**src/rtl/regfile_dump_reader_pkg.sv**
```systemverilog
// rtl/regfile_dump_reader_pkg.sv - shared constants and FSM state encoding for the register dump reader
package regfile_dump_reader_pkg;

    localparam int REG_COUNT  = 32;
    localparam int REG_ADDR_W = 5;

    typedef enum logic [1:0] {
        IDLE = 2'd0,
        READ = 2'd1,
        SEND = 2'd2,
        DONE = 2'd3
    } dump_state_e;

endpackage

```
**src/rtl/dump_index_counter.sv**
```systemverilog
// rtl/dump_index_counter.sv - 5-bit register index counter with load, enable and natural wrap
//
// Ports:
//   clk, reset  : clock and synchronous active-high reset (clears count to 0)
//   load        : load load_val into the counter (takes priority over en)
//   load_val    : value to load
//   en          : advance by one; 31 wraps to 0
//   count       : current index
module dump_index_counter
    import regfile_dump_reader_pkg::*;
(
    input  logic                  clk,
    input  logic                  reset,
    input  logic                  load,
    input  logic [REG_ADDR_W-1:0] load_val,
    input  logic                  en,
    output logic [REG_ADDR_W-1:0] count
);

    logic [REG_ADDR_W-1:0] count_q;
    logic [REG_ADDR_W-1:0] count_d;

    always_comb begin
        count_d = count_q;
        if (load) begin
            count_d = load_val;
        end else if (en) begin
            // Width-limited add gives the 31 -> 0 wrap used by wrapping ranges.
            count_d = count_q + 1'b1;
        end
    end

    always_ff @(posedge clk) begin
        if (reset) begin
            count_q <= '0;
        end else begin
            count_q <= count_d;
        end
    end

    assign count = count_q;

endmodule

```
**src/rtl/regfile_dump_reader.sv**
```systemverilog
// rtl/regfile_dump_reader.sv - streams a range of register-file entries out over a valid/ready handshake
//
// Ports:
//   clk, reset      : clock and synchronous active-high reset
//   start           : one-cycle dump request, honoured only in IDLE
//   first_reg       : first index of the range (sampled with start)
//   last_reg        : last index of the range, inclusive (sampled with start)
//   ReadRegister    : register-file read address (always the current index)
//   ReadData        : combinational register-file data for ReadRegister
//   dump_valid      : output word available (SEND state)
//   dump_ready      : consumer accepts the word
//   dump_data       : captured register value
//   dump_index      : register index of dump_data
//   dump_last       : marks the final word of the range
//   busy            : high whenever not IDLE
//   done            : one-cycle pulse after the final handshake
module regfile_dump_reader
    import regfile_dump_reader_pkg::*;
#(
    parameter int N = 32
) (
    input  logic                  clk,
    input  logic                  reset,
    input  logic                  start,
    input  logic [REG_ADDR_W-1:0] first_reg,
    input  logic [REG_ADDR_W-1:0] last_reg,
    output logic [REG_ADDR_W-1:0] ReadRegister,
    input  logic [N-1:0]          ReadData,
    output logic                  dump_valid,
    input  logic                  dump_ready,
    output logic [N-1:0]          dump_data,
    output logic [REG_ADDR_W-1:0] dump_index,
    output logic                  dump_last,
    output logic                  busy,
    output logic                  done
);

    dump_state_e           state_q, state_d;
    logic [REG_ADDR_W-1:0] stop_q, stop_d;
    logic [N-1:0]          dump_data_q, dump_data_d;
    logic [REG_ADDR_W-1:0] dump_index_q, dump_index_d;
    logic                  dump_last_q, dump_last_d;

    logic                  idx_load;
    logic                  idx_en;
    logic [REG_ADDR_W-1:0] index;

    dump_index_counter u_index (
        .clk      (clk),
        .reset    (reset),
        .load     (idx_load),
        .load_val (first_reg),
        .en       (idx_en),
        .count    (index)
    );

    always_comb begin
        state_d      = state_q;
        stop_d       = stop_q;
        dump_data_d  = dump_data_q;
        dump_index_d = dump_index_q;
        dump_last_d  = dump_last_q;
        idx_load     = 1'b0;
        idx_en       = 1'b0;

        case (state_q)
            IDLE: begin
                if (start) begin
                    idx_load = 1'b1;
                    stop_d   = last_reg;
                    state_d  = READ;
                end
            end
            READ: begin
                dump_data_d  = ReadData;
                dump_index_d = index;
                // Equality test handles both wrapped ranges and the full
                // 32-word dump requested as first=k, last=k-1.
                dump_last_d  = (index == stop_q);
                state_d      = SEND;
            end
            SEND: begin
                if (dump_ready) begin
                    if (dump_last_q) begin
                        state_d = DONE;
                    end else begin
                        idx_en  = 1'b1;
                        state_d = READ;
                    end
                end
            end
            DONE: begin
                state_d = IDLE;
            end
            default: begin
                state_d = IDLE;
            end
        endcase
    end

    always_ff @(posedge clk) begin
        if (reset) begin
            state_q      <= IDLE;
            stop_q       <= '0;
            dump_data_q  <= '0;
            dump_index_q <= '0;
            dump_last_q  <= 1'b0;
        end else begin
            state_q      <= state_d;
            stop_q       <= stop_d;
            dump_data_q  <= dump_data_d;
            dump_index_q <= dump_index_d;
            dump_last_q  <= dump_last_d;
        end
    end

    assign ReadRegister = index;
    assign dump_valid   = (state_q == SEND);
    assign dump_data    = dump_data_q;
    assign dump_index   = dump_index_q;
    assign dump_last    = dump_last_q;
    assign busy         = (state_q != IDLE);
    assign done         = (state_q == DONE);

endmodule

```
**config.mk**
```make
export PLATFORM = sky130hd
export DESIGN_NAME = regfile_dump_reader
export DESIGN_NICKNAME = d
export VERILOG_FILES = /design/src/rtl/regfile_dump_reader_pkg.sv /design/src/rtl/dump_index_counter.sv /design/src/rtl/regfile_dump_reader.sv
export SDC_FILE = /design/constraint.sdc
export NUM_CORES = 1
export LEC_CHECK = 0
export CAP_MARGIN = 30
export CORE_MARGIN = 4
export CORE_UTILIZATION = 55
export CTS_CLUSTER_DIAMETER = 50
export DETAILED_ROUTE_END_ITERATION = 10
export DONT_BUFFER_PORTS = 1
export GPL_TIMING_DRIVEN = 0
export HOLD_SLACK_MARGIN = 0.1
export PLACE_DENSITY = 0.76
export SLEW_MARGIN = 20
export SYNTH_ARGS = -nofsm -noshare
export SYNTH_HDL_FRONTEND = slang
export SYNTH_SLANG_ARGS = --single-unit
```
**constraint.sdc**
```tcl
create_clock -name clk -period 1.3 [get_ports clk]
set_input_delay 0.26 -clock clk [delete_from_list [all_inputs] [get_ports clk]]
set_output_delay 0.26 -clock clk [all_outputs]
set_load 0.03 [all_outputs]
```
==> impl_metrics.sql, run 1 <==
INSERT INTO impl_metrics (metric_group, metric, value, unit) VALUES
('worst_setup_path', 'critical_path_arrival', '1620', 'ps'),
('grt', 'initial_antenna_violation_count', '0', ''),
('sta', 'max_freq', '759', 'MHz'),
('cells_and_area', 'final_net_count', '339', ''),
('sta', 'finalClockSkew', '17.5', 'ps'),
('cells_and_area', 'final_cell_count_no_fill', '339', ''),
('grt', 'global_route_wire_length_before_repair', '7.63', 'mm'),
('sta', 'postLayoutSetupSlackWorst', '-17.5', 'ps'),
('pwr', 'peakVddDrop', '858', 'µV'),
('sta', 'final_min_period_over_clock_period', '101', '%'),
('clocking', 'cts_max_level', '2', ''),
('place', 'hpwl', '3.31', 'mm'),
('pwr', 'power_internal', '2.16', 'mW'),
('clocking', 'deepest_clock_path_buffer_count', '2', ''),
('sta', 'fin_tns_setup', '-41.1', 'ps'),
('yosys', 'ys_ff_latch', '50', ''),
('clocking', 'clock-root-buffer', 'clkbuf_4', ''),
('grt', 'grt_use_total', '21.9', '%'),
('cells_and_area', 'drive_above_1_share', '17.7', '%'),
('floorplan', 'area_of_the_core', '3420', 'µm²'),
('sta', 'setup_viol', '4', ''),
('hold_path', 'worst_hold_startpoint', 'start', ''),
('pwr', 'total_leakage_power', '0.970', 'nW'),
('sta', 'drv_slew', '0', ''),
('worst_setup_path', 'worst-setup-path-type', 'register to register', ''),
('worst_setup_path', 'slowest_delay', '520', 'ps'),
('hold_path', 'hold_removal_path_class', 'input port to register', ''),
('yosys', 'synthesis.area', '1980', 'µm²'),
('outcome', 'violations', 'setup timing', ''),
('floorplan', 'fp.dieW', '68.0', 'µm'),
('yosys', 'synth.distinct_cells', '33', ''),
('route', 'routed-via-count', '1797', ''),
('outcome', 'outcome', 'complete, but fails checks', ''),
('grt', 'maximum_number_of_pins_on_one_net_before_global_route_repair', '17', ''),
('worst_setup_path', 'cp_max_fo', '6', ''),
('pwr', 'power-per-cell-area', '1170', 'nW/µm²'),
('yosys', 'share_of_synthesized_registers_carrying_an_async_set_or_reset', '0', '%'),
('clocking', 'cts.sinks', '50', ''),
('yosys', 'netlist.area_leader.share', '50.6', '%'),
('grt', 'grt.overflow.total', '0', ''),
('pwr', 'total_switching_power', '0.988', 'mW'),
('yosys', 'synth-edff-count', '0', ''),
('worst_setup_path', 'setup.worst_path.start_class', 'register', ''),
('yosys', 'yosys.area.top_type', 'dfxtp_1', ''),
('route', 'drcViolationCount', '0', ''),
('sta', 'worst_pin_slew', '525', 'ps'),
('yosys', 'syn_area_per_cell', '8.24', 'µm²'),
('floorplan', 'placement_rows', '21', ''),
('pwr', 'p_total', '3.15', 'mW'),
('hold_path', 'hold_depth', '2', ''),
('pwr', 'power.switching_fraction', '31.3', '%'),
('worst_setup_path', 'worstReg2RegEnd', 'dump_last$_SDFFE_PP0N_', ''),
('sta', 'grt_setup_unrepaired', 'yes', ''),
('cells_and_area', 'multiInputGateArea', '936', 'µm²'),
('yosys', 'leading_cell_types_by_total_area_after_synthesis', 'dfxtp_1, nand2_1, a21oi_1', ''),
('worst_setup_path', 'cpLargestDelayFamily', 'simple AND/OR/NAND/NOR gates', ''),
('yosys', 'ys.warnings.count', '0', ''),
('place', 'gpl.final_weighted_congestion', '0.743', ''),
('floorplan', 'io_pins', '92', ''),
('floorplan', 'initial_utilization', '57.9', '%'),
('route', 'final_routed_wirelength', '5.50', 'mm'),
('cells_and_area', 'layout.area.seq', '1020', 'µm²'),
('route', 'avgViaCountPerCell', '5.30', ''),
('cells_and_area', 'insertedDiodeCount', '0', ''),
('yosys', 'synth-seq-area-share', '50.6', '%'),
('worst_setup_path', 'path_cells', 'buf_6, nand2b_2, or4_1, o21ai_1', ''),
('worst_setup_path', 'reg2reg_from', 'state_q[0]$_SDFFE_PP0P_', ''),
('clocking', 'clk_transition_reported_paths', '130', 'ps'),
('sta', 'period_minus_ws_final', '1320', 'ps'),
('pwr', 'p_seq_share', '59.2', '%'),
('floorplan', 'die-height', '68.0', 'µm');
==> layout make-up <==
cell class	instances	share of cell area (%)
Tap cell	46	2.14
Inverter	2	0.279
Sequential cell	50	38.0
Multi-Input combinational cell	170	34.7
Clock inverter	2	0.650
Clock buffer	6	1.90
Buffer	14	3.99
Timing Repair Buffer	49	18.3
==> power groups by stage <==
stage,Clock (mW),Sequential [mW],Combinational (mW)
floorplan,0,1.86,0.280
global placement,0,1.89,0.331
detailed placement,0,1.89,0.340
CTS,0.784,1.87,0.441
global route,0.875,1.88,0.559
finish,0.771,1.87,0.516
==> stage by stage <==
step	hold WS [ps]	cell area, µm²	worst slack (ps)	util, %
detailed placement	402	2050	-153	60.0
global placement	398	2050	-100	60.0
global route	139	2700	-87.8	78.9
floorplan	396	1990	-5.28	-
finish	122	2700	-17.5	78.9
CTS	108	2560	-41.0	74.8
==> worst max-delay path by stage <==
| stage | startpoint | to |
|---|---|---|
| after floorplan | state_q[1]$_SDFFE_PP0P_ | u_index.count[1]$_SDFFE_PP0P_ |
| after global placement | state_q[1]$_SDFFE_PP0P_ | dump_index[0]$_SDFFE_PP0N_ |
| after detailed placement | state_q[1]$_SDFFE_PP0P_ | dump_index[3]$_SDFFE_PP0N_ |
| after CTS | state_q[1]$_SDFFE_PP0P_ | dump_valid |
| after global routing | state_q[0]$_SDFFE_PP0P_ | u_index.count[2]$_SDFFE_PP0P_ |
| final | state_q[0]$_SDFFE_PP0P_ | dump_last$_SDFFE_PP0N_ |
==> routing by layer <==
metal	routed length (µm)	track usage, %	up-vias
met2	2840	38.6	64
met3	413	6.90	10
li1	-	-	887
met5	0	0	-
met4	106	8.44	0
met1	2140	24.3	836
==> sequential cells by signal, summed over array words and instances, names as in the netlist <==
signal         count
stop_q             5
dump_last          1
dump_data         32
state_q            2
u_index.count      5
dump_index         5
==> timing repair <==
action / 4_1_cts / 5_1_grt
hold buffers: 41 / 1
pin swaps: 5 / 1
gates cloned: 0 / 1
buffers inserted: 1 / 5
resized for setup: 18 / 26
setup endpoints to repair: 42 / 40
hold endpoints to repair: 41 / 1
==> cells in the final DEF (no fill, tap or decap), types with 3 or more instances in the layout <==
cell type,netlist,layout
a21oi_1,43,39
a21oi_2,0,4
a311oi_2,3,3
buf_4,0,6
buf_6,3,3
buf_8,0,3
clkbuf_1,7,5
clkbuf_4,0,5
dfxtp_1,50,42
dfxtp_2,0,3
dfxtp_4,0,5
dlygate4sd3_1,0,42
nand2_1,86,86
nor2_1,5,3
o21ai_0,3,3
xnor2_1,4,4
==> cells by family (layout without fill, tap and decap cells) <==
family	after synthesis	in the layout	share of synthesized area, %
AOI/OAI and AO/OA	52	52	15.2
xor gates and xnor gates	6	6	2.66
adders and majority gates	1	1	0.632
buffers and inverters	20	73	5.38
DFF	50	50	50.6
muxes	1	1	0.506
and+or+nand+nor	110	110	25.0
Power figures use the tool's default switching activity.
==> run 2, diff against run 1 <==
MAX_ROUTING_LAYER = met4   (was unset)
REMOVE_ABC_BUFFERS = 1   (was unset)
==> run 2 against run 1 <==
The run ends with hold timing, setup timing left. Via count down 10%. Hold slack worse by 190 ps. Highest routed layer unchanged. Final area shrank 15%. Register-to-register slack is essentially flat. First-iteration DRC count is 14% higher. Sequential power barely moved. Count of clock-buffer cells in the layout decreased by 1. Global-route usage decreased by 2.6 points. Setup slack worse by 13 ps. Final cell count shrank 15%. Die area unchanged. Critical path depth shrank 3.
==> impl_metrics.sql, run 2 (same netlist as run 1, synthesis figures left out) <==
INSERT INTO impl_metrics (metric_group, metric, value, unit) VALUES
('sta', 'timing.hold.ws', '-70.6', 'ps'),
('sta', 'fin_tns_setup', '-123', 'ps'),
('worst_setup_path', 'slowest_delay', '430', 'ps'),
('grt', 'first_global_vias', '1453', ''),
('floorplan', 'placement_rows', '21', ''),
('worst_setup_path', 'reg2reg_from', 'state_q[0]$_SDFFE_PP0P_', ''),
('cells_and_area', 'final_cell_count_no_fill', '287', ''),
('place', 'pre_cts_slack', '-345', 'ps'),
('cells_and_area', 'layout_commonest_cell', 'nand2_1', ''),
('worst_setup_path', 'worst_path_max_delay_cell', 'dfxtp_4', ''),
('cells_and_area', 'largest_register_ff_count', '32', ''),
('worst_setup_path', 'critical_path.n_buffers_inverters', '0', ''),
('hold_path', 'worst_hold_startpoint', 'reset', ''),
('sta', 'worst_pin_slew', '348', 'ps'),
('clocking', 'clock-root-buffer', 'clkbuf_4', ''),
('clocking', 'deepest_clock_path_buffer_count', '2', ''),
('route', 'drcViolationCount', '0', ''),
('floorplan', 'fp.dieW', '68.0', 'µm'),
('outcome', 'outcome', 'complete, but fails checks', ''),
('pwr', 'power-per-cell-area', '1290', 'nW/µm²'),
('floorplan', 'io_pins', '92', ''),
('route', 'routed-via-count', '1611', ''),
('job', 'maxCapViolations', '0', ''),
('route', 'detail_route.first_pass.iterations', '4', ''),
('sta', 'relative_slew_slack', '76.8', '%'),
('place', 'gpl.final_weighted_congestion', '0.747', ''),
('route', 'antenna_left', '0', ''),
('grt', 'global_route_wire_length_before_repair', '6.59', 'mm'),
('worst_setup_path', 'cp_max_fo', '9', ''),
('clocking', 'cts.sinks', '50', ''),
('clocking', 'tritoncts', 'done', ''),
('worst_setup_path', 'worst_setup_path_end_kind', 'output pin', ''),
('sta', 'drv_slew', '0', ''),
('hold_path', 'hold_removal_path_class', 'input port to register', ''),
('cells_and_area', 'utilization', '67.4', '%'),
('place', 'place_inst', '270', ''),
('cells_and_area', 'leading_cell_types_in_the_layout_fill_and_taps_excluded', 'nand2_1, dfxtp_1, a21oi_1', ''),
('cells_and_area', 'synthToLayoutAreaGrowth', '16.4', '%'),
('worst_setup_path', 'path_cells', 'nor2b_4', ''),
('sta', 'setup_viol', '5', ''),
('worst_setup_path', 'setup.worst_path.start_class', 'register', ''),
('cells_and_area', 'drive_above_1_share', '24.1', '%'),
('floorplan', 'initial_utilization', '57.9', '%'),
('floorplan', 'design.die.area', '4620', 'µm²'),
('grt', 'grt.overflow.total', '0', ''),
('worst_setup_path', 'worst-setup-path-type', 'register to output pin', ''),
('clocking', 'cts_max_level', '2', ''),
('outcome', 'violations', 'hold timing, setup timing', ''),
('clocking', 'clk_transition_reported_paths', '150', 'ps'),
('floorplan', 'area_of_the_core', '3420', 'µm²'),
('pwr', 'total_leakage_power', '0.805', 'nW'),
('pwr', 'peakVddDrop', '881', 'µV'),
('route', 'avgViaCountPerCell', '5.61', ''),
('route', 'final_routed_wirelength', '4.79', 'mm'),
('sta', 'postLayoutSetupSlackWorst', '-30.7', 'ps'),
('grt', 'grt_use_total', '19.3', '%'),
('cells_and_area', 'final_net_count', '287', ''),
('route', 'first_iter_violations', '67', ''),
('sta', 'final_min_period_over_clock_period', '102', '%'),
('worst_setup_path', 'critical_path_arrival', '1070', 'ps'),
('place', 'place.port_buffers', '0', ''),
('sta', 'period_minus_ws_final', '1330', 'ps'),
('route', 'avgRoutedWirePerCell', '16.7', 'µm'),
('clocking', 'numCtsBuffers', '5', ''),
('grt', 'maximum_number_of_pins_on_one_net_before_global_route_repair', '52', ''),
('sta', 'max_freq', '752', 'MHz'),
('worst_setup_path', 'required', '1040', 'ps'),
('cells_and_area', 'insertedDiodeCount', '0', ''),
('worst_setup_path', 'cpLargestDelayFamily', 'flip-flops', ''),
('sta', 'number_of_hold_violations_in_the_final_report', '49', ''),
('worst_setup_path', 'timing.critical_path.from', 'state_q[1]$_SDFFE_PP0P_', ''),
('floorplan', 'die-height', '68.0', 'µm'),
('clocking', 'worst_skew_pair.late_latency', '370', 'ps'),
('sta', 'grt_setup_unrepaired', 'yes', ''),
('grt', 'initial_antenna_violation_count', '0', ''),
('place', 'hpwl', '2.82', 'mm'),
('sta', 'finalClockSkew', '13.9', 'ps');
run 2: layout make-up:
cell class                      instances  area, µm²
Multi-Input combinational cell        170       1010
Clock buffer                            5       37.5
Timing Repair Buffer                   11        149
Tap cell                               46       57.6
Fill cell                             300       1110
Clock inverter                          3       21.3
Inverter                                2       7.51
Sequential cell                        50       1020
run 2: per-stage QoR:
| stage | cell area [µm²] | power (mW) |
|---|---|---|
| after floorplan | 1880 | 2.09 |
| after global placement | 1940 | 2.15 |
| after detailed placement | 2000 | 2.19 |
| after CTS | 2160 | 2.93 |
| after global routing | 2300 | 3.11 |
| final | 2300 | 2.97 |
run 2: path summary, 6_finish.rpt:
path / endpoint / slack [ps] / cells after the start
max: dump_valid / -30 / 1
min: dump_data[23]$_SDFFE_PP0N_ / -70 / 1
max reg2reg: u_index.count[2]$_SDFFE_PP0P_ / -30 / 3
min reg2reg: stop_q[4]$_SDFFE_PP0P_ / 470 / 2
run 2: report_power, final:
group	switching (mW)	leakage (nW)	internal, mW
clock	0.499	0.0312	0.211
combinational	0.200	0.361	0.193
sequential	0.244	0.413	1.63
total	0.942	0.805	2.03
run 2: what timing repair did:
action / in CTS / in global routing
endpoints found under the setup margin: 55 / 17
setup buffers: 5 / 1
resized for setup: 24 / 23
hold endpoints to repair: 50 / 50
cloned: 0 / 3
pin swaps: 4 / 8
run 2: metal layers:
layer  GRT usage, %  routed length, µm
met4           7.94                 95
met3           6.08                438
met1           22.2               1870
met2           30.9               2390
met5              -                  0
==> run 3, diff against run 2 <==
CORE_UTILIZATION = 53   (was 55)
PLACE_DENSITY = 0.74   (was 0.76)
==> run 3 against run 2 <==
The run ends with setup timing left. Final area fell by 2.4%. Sequential share of layout area is 0.92 points higher. Maximum frequency is 0.51% higher. Largest power group unchanged. Die area grew 3.3%. Via count down 5.2%. Critical path depth increased by 2. Clock power up 62%. Final cell count is 1.7% lower. Global-route usage decreased by 1.2 points. First-iteration DRC count up 19%. Setup slack better by 6.8 ps.
==> impl_metrics.sql, run 3 (same netlist as run 1, synthesis figures left out) <==
INSERT INTO impl_metrics (metric_group, metric, value, unit) VALUES
('grt', 'maximum_number_of_pins_on_one_net_before_global_route_repair', '52', ''),
('cells_and_area', 'multiInputGateArea', '952', 'µm²'),
('clocking', 'numCtsBuffers', '5', ''),
('worst_setup_path', 'worst_setup_path_end_kind', 'register', ''),
('cells_and_area', 'utilization', '64.8', '%'),
('worst_setup_path', 'ff2ff_path_depth', '3', ''),
('sta', 'timing.hold.ws', '2.39', 'ps'),
('worst_setup_path', 'reg2reg_from', 'state_q[1]$_SDFFE_PP0P_', ''),
('pwr', 'power.switching_fraction', '27.9', '%'),
('sta', 'finalClockSkew', '8.58', 'ps'),
('worst_setup_path', 'worst_path_max_delay_cell', 'or4_4', ''),
('outcome', 'outcome', 'complete, but fails checks', ''),
('cells_and_area', 'layout.area.seq', '1020', 'µm²'),
('clocking', 'clock-root-buffer', 'clkbuf_8', ''),
('grt', 'grt_use_total', '18.1', '%'),
('outcome', 'violations', 'setup timing', ''),
('clocking', 'worst_skew_pair.late_latency', '300', 'ps'),
('floorplan', 'io_pins', '92', ''),
('sta', 'grt_setup_unrepaired', 'yes', ''),
('sta', 'period_minus_ws_final', '1320', 'ps'),
('worst_setup_path', 'setup.worst_path.start_class', 'register', ''),
('pwr', 'power_internal', '2.42', 'mW'),
('cells_and_area', 'n_fill_cell', '299', ''),
('floorplan', 'fp.dieW', '69.1', 'µm'),
('worst_setup_path', 'critical_path_arrival', '1550', 'ps'),
('place', 'gpl.final_weighted_congestion', '0.755', ''),
('pwr', 'power-per-cell-area', '1490', 'nW/µm²'),
('route', 'antenna_left', '0', ''),
('grt', 'met1_usage', '21.6', '%'),
('worst_setup_path', 'timing.critical_path.from', 'state_q[1]$_SDFFE_PP0P_', ''),
('sta', 'postLayoutSetupSlackWorst', '-23.9', 'ps'),
('worst_setup_path', 'path_cells', 'nand2b_4, or4_4, o21ai_1', ''),
('cells_and_area', 'drive_above_1_share', '16.9', '%'),
('worst_setup_path', 'worstReg2RegEnd', 'dump_last$_SDFFE_PP0N_', ''),
('worst_setup_path', 'slowest_delay', '520', 'ps'),
('route', 'routed-via-count', '1527', ''),
('place', 'place.port_buffers', '0', ''),
('cells_and_area', 'synthToLayoutAreaGrowth', '13.6', '%'),
('grt', 'global_route_wire_length_before_repair', '7.00', 'mm'),
('job', 'maxCapViolations', '0', ''),
('route', 'drcViolationCount', '0', ''),
('route', 'final_routed_wirelength', '4.39', 'mm'),
('clocking', 'deepest_clock_path_buffer_count', '2', ''),
('floorplan', 'initial_utilization', '57.0', '%'),
('floorplan', 'placement_rows', '21', ''),
('grt', 'initial_antenna_violation_count', '0', ''),
('clocking', 'cts.sinks', '50', ''),
('hold_path', 'hold_depth', '1', ''),
('cells_and_area', 'largest_register_ff_count', '32', ''),
('sta', 'number_of_hold_violations_in_the_final_report', '0', ''),
('pwr', 'comb_power_share', '10.1', '%'),
('grt', 'first_global_vias', '1389', ''),
('pwr', 'p_seq_share', '55.7', '%'),
('sta', 'max_freq', '755', 'MHz'),
('sta', 'drv_slew', '0', ''),
('clocking', 'tritoncts', 'done', ''),
('worst_setup_path', 'cp_max_fo', '10', ''),
('sta', 'worst_pin_slew', '477', 'ps'),
('route', 'detail_route.first_pass.iterations', '4', ''),
('pwr', 'peakVddDrop', '819', 'µV'),
('grt', 'gr_met2_demand_resource', '27.4', '%'),
('place', 'hpwl', '2.86', 'mm'),
('worst_setup_path', 'cpLargestDelayFamily', 'simple AND/OR/NAND/NOR gates', ''),
('route', 'avgRoutedWirePerCell', '15.6', 'µm'),
('worst_setup_path', 'required', '1520', 'ps'),
('worst_setup_path', 'reg2reg_setup_slack', '-20', 'ps'),
('sta', 'final_min_period_over_clock_period', '102', '%'),
('hold_path', 'hold_removal_path_class', 'input port to register', ''),
('sta', 'setup_viol', '3', ''),
('worst_setup_path', 'critical_path.n_buffers_inverters', '0', ''),
('floorplan', 'die-height', '69.1', 'µm'),
('route', 'first_iter_violations', '80', ''),
('worst_setup_path', 'cp.depth', '3', ''),
('floorplan', 'area_of_the_core', '3470', 'µm²'),
('cells_and_area', 'final_net_count', '282', ''),
('route', 'avgViaCountPerCell', '5.41', ''),
('grt', 'global_route.usage.met3', '7.12', '%'),
('worst_setup_path', 'endpoint', 'dump_last$_SDFFE_PP0N_', ''),
('grt', 'grt.overflow.total', '0', ''),
('clocking', 'cts_max_level', '2', ''),
('pwr', 'p_clk_share', '34.2', '%'),
('cells_and_area', 'layout_commonest_cell', 'nand2_1', ''),
('floorplan', 'design.die.area', '4770', 'µm²'),
('sta', 'relative_slew_slack', '68.1', '%'),
('clocking', 'clk_transition_reported_paths', '90', 'ps'),
('pwr', 'total_switching_power', '0.937', 'mW'),
('pwr', 'total_leakage_power', '0.771', 'nW'),
('worst_setup_path', 'worst-setup-path-type', 'register to register', ''),
('cells_and_area', 'insertedDiodeCount', '0', ''),
('cells_and_area', 'leading_cell_types_in_the_layout_fill_and_taps_excluded', 'nand2_1, a21oi_1, dfxtp_1', ''),
('grt', 'grt-busiest-layer', 'met2', '');
run 3: per-layer routing:
metal / vias to the layer above / part of all wire (%)
met5: - / 0
met4: 0 / 1.0
li1: 776 / -
met3: 6 / 10
met2: 62 / 49
met1: 683 / 40
run 3: layout make-up:
type	count	share of cell area [%]
well taps	46	2.56
flip-flops and latches	50	45.4
inverters	2	0.334
clock inverters	2	1.73
multi-input cells	170	42.4
clock buffers	6	3.67
repair buffers	6	3.95
run 3: worst min path at each step:
stage / startpoint / end / slack (ps)
final: reset / u_index.count[0]$_SDFFE_PP0P_ / 2
after floorplan: reset / u_index.count[0]$_SDFFE_PP0P_ / 320
after global placement: reset / u_index.count[0]$_SDFFE_PP0P_ / 330
after CTS: reset / u_index.count[0]$_SDFFE_PP0P_ / -2
after detailed placement: reset / u_index.count[0]$_SDFFE_PP0P_ / 330
after global routing: reset / u_index.count[0]$_SDFFE_PP0P_ / -10
run 3: power by group through the flow:
stage,combinational (mW),sequential (mW),clock [mW]
6_report,0.338,1.87,1.15
3_3_place_gp,0.256,1.89,0
2_1_floorplan,0.220,1.87,0
4_1_cts,0.312,1.87,1.17
5_1_grt,0.376,1.89,1.24
3_5_place_dp,0.294,1.90,0
run 3: through the flow:
step / TNS (ps) / std cells / worst slack (ps) / cell area [µm²] / total power, mW
after floorplan: -27670 / 222 / -717 / 1880 / 2.09
after global placement: -57420 / 268 / -1490 / 1940 / 2.15
after detailed placement: -6030 / 270 / -325 / 2000 / 2.19
after CTS: -32.5 / 279 / -25.6 / 2180 / 3.35
after global routing: -217 / 282 / -66.5 / 2250 / 3.51
final: -28.1 / 282 / -23.9 / 2250 / 3.36
run 3: what timing repair did:
| action | in CTS | in global routing |
|---|---|---|
| resized for setup | 20 | 7 |
| setup endpoints to repair | 52 | 12 |
| pin swaps | 3 | 1 |
| setup buffers | 1 | 3 |
| hold endpoints to repair | 49 | 49 |
